--- src/rtl/sym_link_pkg.sv ---
// Shared definitions for the 2-bit symbol link: symbol type, framing
// symbol defaults and the transmitter state encoding. The receiver's
// checker uses the same state enum.
package sym_link_pkg;

  typedef logic [1:0] sym_t;

  localparam sym_t START_SYM_DEF = 2'b01;
  localparam sym_t STOP_SYM_DEF  = 2'b10;

  typedef enum logic [2:0] {
    IDLE   = 3'd0,
    START  = 3'd1,
    DATA   = 3'd2,
    PARITY = 3'd3,
    STOP   = 3'd4
  } tx_state_t;

endpackage : sym_link_pkg

--- src/rtl/sym_frame_tx_shreg.sv ---
// Payload shift register for the symbol transmitter. Loads a whole word,
// shifts right by one symbol per request and exposes the low symbol as a
// tap. With SYM_FRAME_TX_PARITY_EN defined it also keeps a running XOR of
// every symbol shifted out, which equals ^payload once the last data
// symbol has been shifted.
module sym_frame_tx_shreg #(
  parameter int DATA_W = 8
) (
  input  logic              clk,
  input  logic              rst,
  input  logic              load,
  input  logic              shift,
  input  logic [DATA_W-1:0] load_data,
`ifdef SYM_FRAME_TX_PARITY_EN
  output logic              parity,
`endif
  output logic [1:0]        tap
);

  logic [DATA_W-1:0] shreg;

  // Word register: load has priority over shift.
  always_ff @(posedge clk or posedge rst) begin
    if (rst) begin
      shreg <= '0;
    end else if (load) begin
      shreg <= load_data;
    end else if (shift) begin
      shreg <= shreg >> 2;
    end
  end

  assign tap = shreg[1:0];

`ifdef SYM_FRAME_TX_PARITY_EN
  logic par_acc;

  // Running parity of the symbols that have left the register.
  always_ff @(posedge clk or posedge rst) begin
    if (rst) begin
      par_acc <= 1'b0;
    end else if (load) begin
      par_acc <= 1'b0;
    end else if (shift) begin
      par_acc <= par_acc ^ shreg[1] ^ shreg[0];
    end
  end

  assign parity = par_acc;
`endif

endmodule : sym_frame_tx_shreg

--- src/rtl/sym_frame_tx.sv ---
// Symbol frame transmitter: accepts a DATA_W-bit word over valid/ready and
// sends START, DATA_W/2 data symbols LSB first, an optional PARITY symbol
// (SYM_FRAME_TX_PARITY_EN) and STOP, each over a sym_valid/sym_ready
// handshake.
//
//   state  | meaning
//   -------+----------------------------------------------------------
//   IDLE   | waiting for a word; in_ready high
//   START  | START_SYM on sym_o, waiting for the receiver to take it
//   DATA   | data symbol on sym_o; count = index of the symbol shown
//   PARITY | {1'b0, ^payload} on sym_o (parity build only)
//   STOP   | STOP_SYM on sym_o; handshake returns to IDLE
module sym_frame_tx
  import sym_link_pkg::*;
#(
  parameter int   DATA_W    = 8,
  parameter sym_t START_SYM = START_SYM_DEF,
  parameter sym_t STOP_SYM  = STOP_SYM_DEF
) (
  input  logic              clk,
  input  logic              rst,
  input  logic              in_valid,
  input  logic [DATA_W-1:0] in_data,
  output logic              in_ready,
  output logic              sym_valid,
  output logic [1:0]        sym_o,
  input  logic              sym_ready,
  output logic              busy
);

  localparam int NSYM  = DATA_W / 2;
  localparam int CNT_W = (NSYM > 1) ? $clog2(NSYM) : 1;
  localparam logic [CNT_W-1:0] CNT_LAST = CNT_W'(NSYM - 1);

  tx_state_t        state, state_nxt;
  logic [CNT_W-1:0] count, count_nxt;
  logic [1:0]       sym_o_nxt;
  logic             sym_valid_nxt;
  logic             load, shift;
  logic             accept, sym_hs;
  logic [1:0]       tap;
`ifdef SYM_FRAME_TX_PARITY_EN
  logic             parity;
`endif

  assign in_ready = (state == IDLE) && !rst;
  assign accept   = in_valid && in_ready;
  assign sym_hs   = sym_valid && sym_ready;

  sym_frame_tx_shreg #(
    .DATA_W(DATA_W)
  ) u_shreg (
    .clk      (clk),
    .rst      (rst),
    .load     (load),
    .shift    (shift),
    .load_data(in_data),
`ifdef SYM_FRAME_TX_PARITY_EN
    .parity   (parity),
`endif
    .tap      (tap)
  );

  // State register.
  always_ff @(posedge clk or posedge rst) begin
    if (rst) begin
      state <= IDLE;
    end else begin
      state <= state_nxt;
    end
  end

  // Next state, next registered outputs and shift register control.
  // Without a symbol handshake nothing advances, which freezes sym_o.
  always_comb begin
    state_nxt     = state;
    count_nxt     = count;
    sym_o_nxt     = sym_o;
    sym_valid_nxt = sym_valid;
    load          = 1'b0;
    shift         = 1'b0;
    case (state)
      IDLE: begin
        count_nxt = '0;
        if (accept) begin
          load          = 1'b1;
          state_nxt     = START;
          sym_o_nxt     = START_SYM;
          sym_valid_nxt = 1'b1;
        end
      end
      START: begin
        if (sym_hs) begin
          state_nxt = DATA;
          sym_o_nxt = tap;
          shift     = 1'b1;
        end
      end
      DATA: begin
        if (sym_hs) begin
          if (count == CNT_LAST) begin
`ifdef SYM_FRAME_TX_PARITY_EN
            state_nxt = PARITY;
            sym_o_nxt = {1'b0, parity};
`else
            state_nxt = STOP;
            sym_o_nxt = STOP_SYM;
`endif
          end else begin
            count_nxt = count + 1'b1;
            sym_o_nxt = tap;
            shift     = 1'b1;
          end
        end
      end
`ifdef SYM_FRAME_TX_PARITY_EN
      PARITY: begin
        if (sym_hs) begin
          state_nxt = STOP;
          sym_o_nxt = STOP_SYM;
        end
      end
`endif
      STOP: begin
        if (sym_hs) begin
          state_nxt     = IDLE;
          sym_o_nxt     = 2'b00;
          sym_valid_nxt = 1'b0;
        end
      end
      default: begin
        state_nxt     = IDLE;
        sym_o_nxt     = 2'b00;
        sym_valid_nxt = 1'b0;
      end
    endcase
  end

  // Registered outputs and symbol counter.
  always_ff @(posedge clk or posedge rst) begin
    if (rst) begin
      count     <= '0;
      sym_o     <= 2'b00;
      sym_valid <= 1'b0;
      busy      <= 1'b0;
    end else begin
      count     <= count_nxt;
      sym_o     <= sym_o_nxt;
      sym_valid <= sym_valid_nxt;
      busy      <= (state_nxt != IDLE);
    end
  end

endmodule : sym_frame_tx

--- config.mk ---
export PLATFORM = sky130hd
export DESIGN_NAME = sym_frame_tx
export DESIGN_NICKNAME = d
export VERILOG_FILES = /design/src/rtl/sym_link_pkg.sv /design/src/rtl/sym_frame_tx_shreg.sv /design/src/rtl/sym_frame_tx.sv
export SDC_FILE = /design/constraint.sdc
export NUM_CORES = 1
export LEC_CHECK = 0
export CAP_MARGIN = 25
export CELL_PAD_IN_SITES_DETAIL_PLACEMENT = 2
export CELL_PAD_IN_SITES_GLOBAL_PLACEMENT = 2
export CORE_MARGIN = 2
export CORE_UTILIZATION = 29
export CTS_BUF_LIST = sky130_fd_sc_hd__clkbuf_4
export DETAILED_ROUTE_END_ITERATION = 7
export HOLD_SLACK_MARGIN = 0.15
export PLACE_DENSITY_LB_ADDON = 0.1
export SLEW_MARGIN = 20
export SYNTH_ARGS = -nofsm -noshare
export SYNTH_HDL_FRONTEND = slang
export SYNTH_SLANG_ARGS = --single-unit
--- constraint.sdc ---
create_clock -name clk -period 1.6 [get_ports clk]
set_input_delay 0.16 -clock clk [delete_from_list [all_inputs] [get_ports clk]]
set_output_delay 0.16 -clock clk [all_outputs]
set_load 0.1 [all_outputs]
# After elaboration in Yosys (flattened, before gate mapping)
# Cells that the tools add are included.
[op_classes] n_mux=26 shifts=0 order_cmp=0 n_mul=0 n_bitwise=1 add_sub_neg=1 eq_ne=9 div_mod_pow=0 reduce_logical=12
[op_table] cell="$mux 8" count=2
[op_table] cell="$mux 3" count=5
[op_table] cell="$mux 2" count=7
[op_table] cell="$pmux 3 s4" count=1
[op_table] cell="$ne 2x2->1 const B" count=5
[op_table] cell="$pmux 2 s4" count=1
[op_table] cell="$mux 1" count=7
[op_table] cell="$reduce_and 3->1" count=2
[op_table] cell="$pmux 2 s2" count=1
[op_table] cell="$reduce_and 4->1" count=1
[op_table] cell="$reduce_bool 2->1" count=2
[op_table] cell="$eq 3x1->1 const B" count=1
[op_table] cell="$eq 3x2->1 const B" count=1
[op_table] cell="$eq 3x3->1 const B" count=1
[op_table] cell="$logic_and 1x1->1" count=3
[op_table] cell="$logic_not 3->1" count=1
[op_table] cell="$pmux 1 s3" count=1
[op_table] cell="$reduce_bool 3->1" count=1
[op_table] cell="$add 2x1->2 const B" count=1
[op_table] cell="$eq 2x2->1 const B" count=1
[op_table] cell="$pmux 1 s2" count=1
[op_table] cell="$reduce_or 2->1" count=1
[op_table] cell="$logic_not 1->1" count=1
[op_table] cell="$not 1->1" count=1
[totals] romBits=0 elab_cells=55 output_inout_bits=5 regBits=17 latch_bits=0 mem_count=0 in_bits=12 ramBits=0

# Depth between registers and ports, before layout
[logic_depth] word_depth=6 depth_mapped=6 mapped_depth_nobuf=5

# Hierarchy
# A second synthesis with hierarchy kept.
[hier_totals] cells_unflattened=102 area_unflattened_um2=952.2
[modules_own_cells] module="sym_frame_tx" cells_each=66 n_inst=1 area_per_inst_um2=570.5 seq_area_each_um2=225.2
[modules_own_cells] module="sym_frame_tx_shreg" cells_each=36 n_inst=1 area_per_inst_um2=381.6 seq_area_each_um2=200.2

# Least setup slack after synthesis
# OpenSTA, ideal clock, no wires.
[synth_timing] path_type="reg-to-output" from="reg state[2]" to="out in_ready" path_slack_ns=-0.727 arrival_ns=2.167 path_buffers=1 stages_incl_launch_ff=4 required_ns=1.440 path_cell_list="dfrtp_1 > buf_6 > or3_1 > nor2_1"
[synth_via] elab_chain_cells=2
[synth_rtl] item="from (decl)" line="sym_frame_tx.sv:35" source="tx_state_t state, state_nxt;"
[synth_rtl] item="from (signal assigned)" line="sym_frame_tx.sv:69" source="state <= state_nxt;"
[synth_rtl] item="$logic_not 3->1" line="sym_frame_tx.sv:46" source="assign in_ready = (state == IDLE) && !rst;"
[synth_rtl] item="$logic_and 1x1->1" line="sym_frame_tx.sv:46"
[synth_rtl] item="to (decl)" line="sym_frame_tx.sv:24" source="output logic in_ready,"
# No other way between the ends.

# Final worst setup path
[layout_timing] from="reg state[1]" to="out in_ready"
# Same word-level chain as after synthesis.

==> results.sh <==
export IMPL_antenna_left=0
export IMPL_dr_pass1_iters=4
export IMPL_die_height_microns=59.04
export IMPL_post_route_cells_drive_above_1_share_pct=33.06
export IMPL_area_growth_syn_to_layout_pct=47.58
export IMPL_cellPowerDensity_nw_per_um2=1829
export IMPL_p_int_mw=1.294
export IMPL_cts_buffer_depth=2
export IMPL_maxClockFrequency_mhz=621.7
export IMPL_drt_drc_violations_left=0
export IMPL_chipWidth_microns=59.04
export IMPL_run_status="finished, violations left"
export IMPL_worst_ir_drop_vdd_uv=739.4
export IMPL_setup_worst_path_end_class="output pin"
export IMPL_synth_sequential_area_ratio_pct=48.43
export IMPL_period_share_pct=100.5
export IMPL_rsz0062_at_grt="yes"
export IMPL_pwr_share_comb_pct=58.1
export IMPL_dieArea_sq_um=3485
export IMPL_finish_net_count=138
export IMPL_synth_cells=91
export IMPL_power_static_leakage_nw=0.5781
export IMPL_routed_wl_microns=2500
export IMPL_netSwitchingFraction_pct=45.45
export IMPL_final_fill_count=314
export IMPL_synth_distinct_cells=25
export IMPL_type_of_origin_of_the_critical_path="register"
export IMPL_num_rows=19
export IMPL_share_seq_of_total_power_pct=31.8
export IMPL_grt_overflow_total=0
export IMPL_diodes_inserted=0
export IMPL_cts_tree="done"
export IMPL_post_layout_total_power_mw=2.371
export IMPL_clkPwrFrac_pct=10.1
export IMPL_cts_root_buf="sky130_fd_sc_hd__clkbuf_4"
export IMPL_antenna_found_initial=0
export IMPL_synth_fp_nets=104
export IMPL_synth_enable_flop_cells=0
export IMPL_first_global_vias=887
export IMPL_ys_warnings_count=0
export IMPL_worst_path_largest_cell_delay_ns=0.47
export IMPL_boundaryPins=17
export IMPL_most_area_consuming_cells_after_synthesis="sky130_fd_sc_hd__dfrtp_1 48%, sky130_fd_sc_hd__mux2i_1 6.8%, sky130_fd_sc_hd__nor2_1 5.6%"
export IMPL_synth_area_leader_cell="sky130_fd_sc_hd__dfrtp_1"
export IMPL_path_clk_slew_ns=0.11
export IMPL_postCtsHoldBufs=0
export IMPL_cts_htree_levels=1
export IMPL_grt_max_degree=18
export IMPL_global_route_wire_length_before_repair_microns=4188
export IMPL_route_detailed_wl_per_inst_microns=16.13
export IMPL_dpl_hpwl_microns=1713
export IMPL_net_switching_power_mw=1.078
export IMPL_worstHoldPathType="input pin to async pin"
export IMPL_initial_utilization_pct=31.31
export IMPL_clock_latency_ns=0.29
export IMPL_report_final_slew_viol_count=0
export IMPL_worst_slew_pin_slew_ns=0.2824
export IMPL_cts_sinks=17
export IMPL_dominantRegCellSynth="sky130_fd_sc_hd__dfrtp_1"
export IMPL_place_gp_congestion=0.7094
export IMPL_setup_viol=1
export IMPL_synthesis_area_sq_um=878.3
export IMPL_worst_endpoint_required_ns=1.44
export IMPL_synthDominantCellAreaShare_pct=48.43
export IMPL_port_buffers=16
export IMPL_vias_per_cell=5.045
export IMPL_crit_path_max_fanout=6
export IMPL_maxCapViolations=0
export IMPL_track_usage_pct=16.17
export IMPL_synth_top_cells_by_count="17 x sky130_fd_sc_hd__dfrtp_1, 13 x sky130_fd_sc_hd__nor2_1, 10 x sky130_fd_sc_hd__nand2_1"
export IMPL_synthesis_area_per_instance_sq_um=9.652
export IMPL_timing_critical_path_slowest_stage_cell="sky130_fd_sc_hd__dfrtp_2"
export IMPL_via_count=782
export IMPL_report_final_hold_viol_count=0
export IMPL_synthMostInstantiatedCell="sky130_fd_sc_hd__dfrtp_1"
export IMPL_period_minus_slack_ns=1.608
export IMPL_timing_critical_path_cells="or3_4, nor2_4, buf_12"
export IMPL_synth_ff_latch_count=17
export IMPL_pre_cts_slack_ns=-0.02222
export IMPL_cp_arrival_ns=1.45
export IMPL_worst_setup_path_type="register to output pin"
export IMPL_synth_async_sr_flop_share_pct=100.0
export IMPL_detailedRoute_firstIterationViolations=25
export IMPL_max_slew_margin_pct=81.10
export IMPL_timing_clock_skew_ns=0.001304
export IMPL_placeableCoreArea_sq_um=2805
export IMPL_cts_buffer_count=3
export IMPL_setup_ws_ns=-0.008445
export IMPL_fin_tns_setup_ns=-0.008445
export IMPL_violated_checks="negative setup slack"
-- per-layer routing --
metal | routed length (microns) | GRT usage (%)
met3 | 81 | 2.620
met2 | 1278 | 26.19
met5 | 0 | 0
met4 | 16 | 7.143
met1 | 1123 | 21.27
-- cells by family (layout without fill, tap and decap cells) --
kind of cell / Yosys count / count (layout) / share of synthesized area [%]
xor gates and xnor gates: 1 / 1 / 0.9973
AOI/OAI and AO/OA: 18 / 18 / 11.97
adders and majority gates: 1 / 1 / 1.424
muxes: 8 / 8 / 9.402
buffers and inverters: 6 / 39 / 5.269
and+or+nand+nor: 40 / 40 / 22.51
DFF: 17 / 17 / 48.43
-- repair_timing --
| action | CTS | global route |
|---|---|---|
| setup buffers | 7 | 2 |
| gates resized for setup | 3 | 4 |
| pin swaps | 2 | 2 |
| endpoints found under the setup margin | 7 | 9 |
-- area by class of cell --
type                            instances  area [sq um]  share of cell area, %
Multi-Input combinational cell         68         436.7                  33.69
Sequential cell                        17         431.7                  33.30
Timing Repair Buffer                   34         357.8                  27.61
Tap cell                               31         38.79                  2.992
Clock buffer                            3         22.52                  1.737
Clock inverter                          1         5.005                 0.3861
Inverter                                1         3.754                 0.2896
-- per-stage QoR --
step	instance area, sq um	utilization, %	cells	hold WS, ns
after floorplan	889.6	-	91	0.09418
after global placement	1176	41.93	142	0.4888
after detailed placement	1176	41.93	142	0.5022
after CTS	1264	45.05	153	0.3421
after global routing	1296	46.21	155	0.3623
final	1296	46.21	155	0.3430
-- layout by cell type, fill, tap and decap left out, types with 3 or more instances in the layout --
master	Yosys	layout
sky130_fd_sc_hd__mux2i_1	6	6
sky130_fd_sc_hd__buf_4	2	17
sky130_fd_sc_hd__dfrtp_1	17	14
sky130_fd_sc_hd__nor2_1	13	12
sky130_fd_sc_hd__clkbuf_4	0	3
sky130_fd_sc_hd__o21ai_0	4	4
sky130_fd_sc_hd__buf_12	0	6
sky130_fd_sc_hd__a21oi_1	9	9
sky130_fd_sc_hd__nand2_1	10	9
sky130_fd_sc_hd__clkdlybuf4s50_1	0	11
sky130_fd_sc_hd__nand3_1	8	7
-- path summary, 6_finish.rpt --
kind                                   from          endpoint  slack (ns)  depth (start not counted)
max in group asynchronous               rst         sym_valid        1.04                          3
min in group clk                 in_data[6]  u_shreg.shreg[6]        0.41                          3
setup / recovery                   state[1]          in_ready      -0.008                          3
hold / removal                          rst  u_shreg.shreg[3]        0.34                          3
hold reg to reg            u_shreg.shreg[7]  u_shreg.shreg[7]        0.55                          2
setup reg to reg                   count[1]  u_shreg.shreg[3]        0.04                          6
-- sequential cells by signal, indices dropped and copies added (netlist names) --
signal	flops
sym_valid	1
count	2
state	3
busy	1
u_shreg.shreg	8
sym_o	2
-- critical path, delay by kind of cell (launching register included) --
family / cells / cell delay, ns
buffers and inverters: 1 / 0.18
flip-flops: 1 / 0.47
AND/OR/NAND/NOR: 2 / 0.51
-- power groups by stage --
stage / logic (mW) / clock network, mW / registers (mW)
after floorplan: 0.565 / 0 / 0.985
final: 1.38 / 0.239 / 0.755
after global routing: 1.48 / 0.272 / 0.781
after detailed placement: 1.20 / 0 / 0.779
after global placement: 1.17 / 0 / 0.773
after CTS: 1.35 / 0.253 / 0.756
No activity file was read; power rests on OpenSTA's default activity.
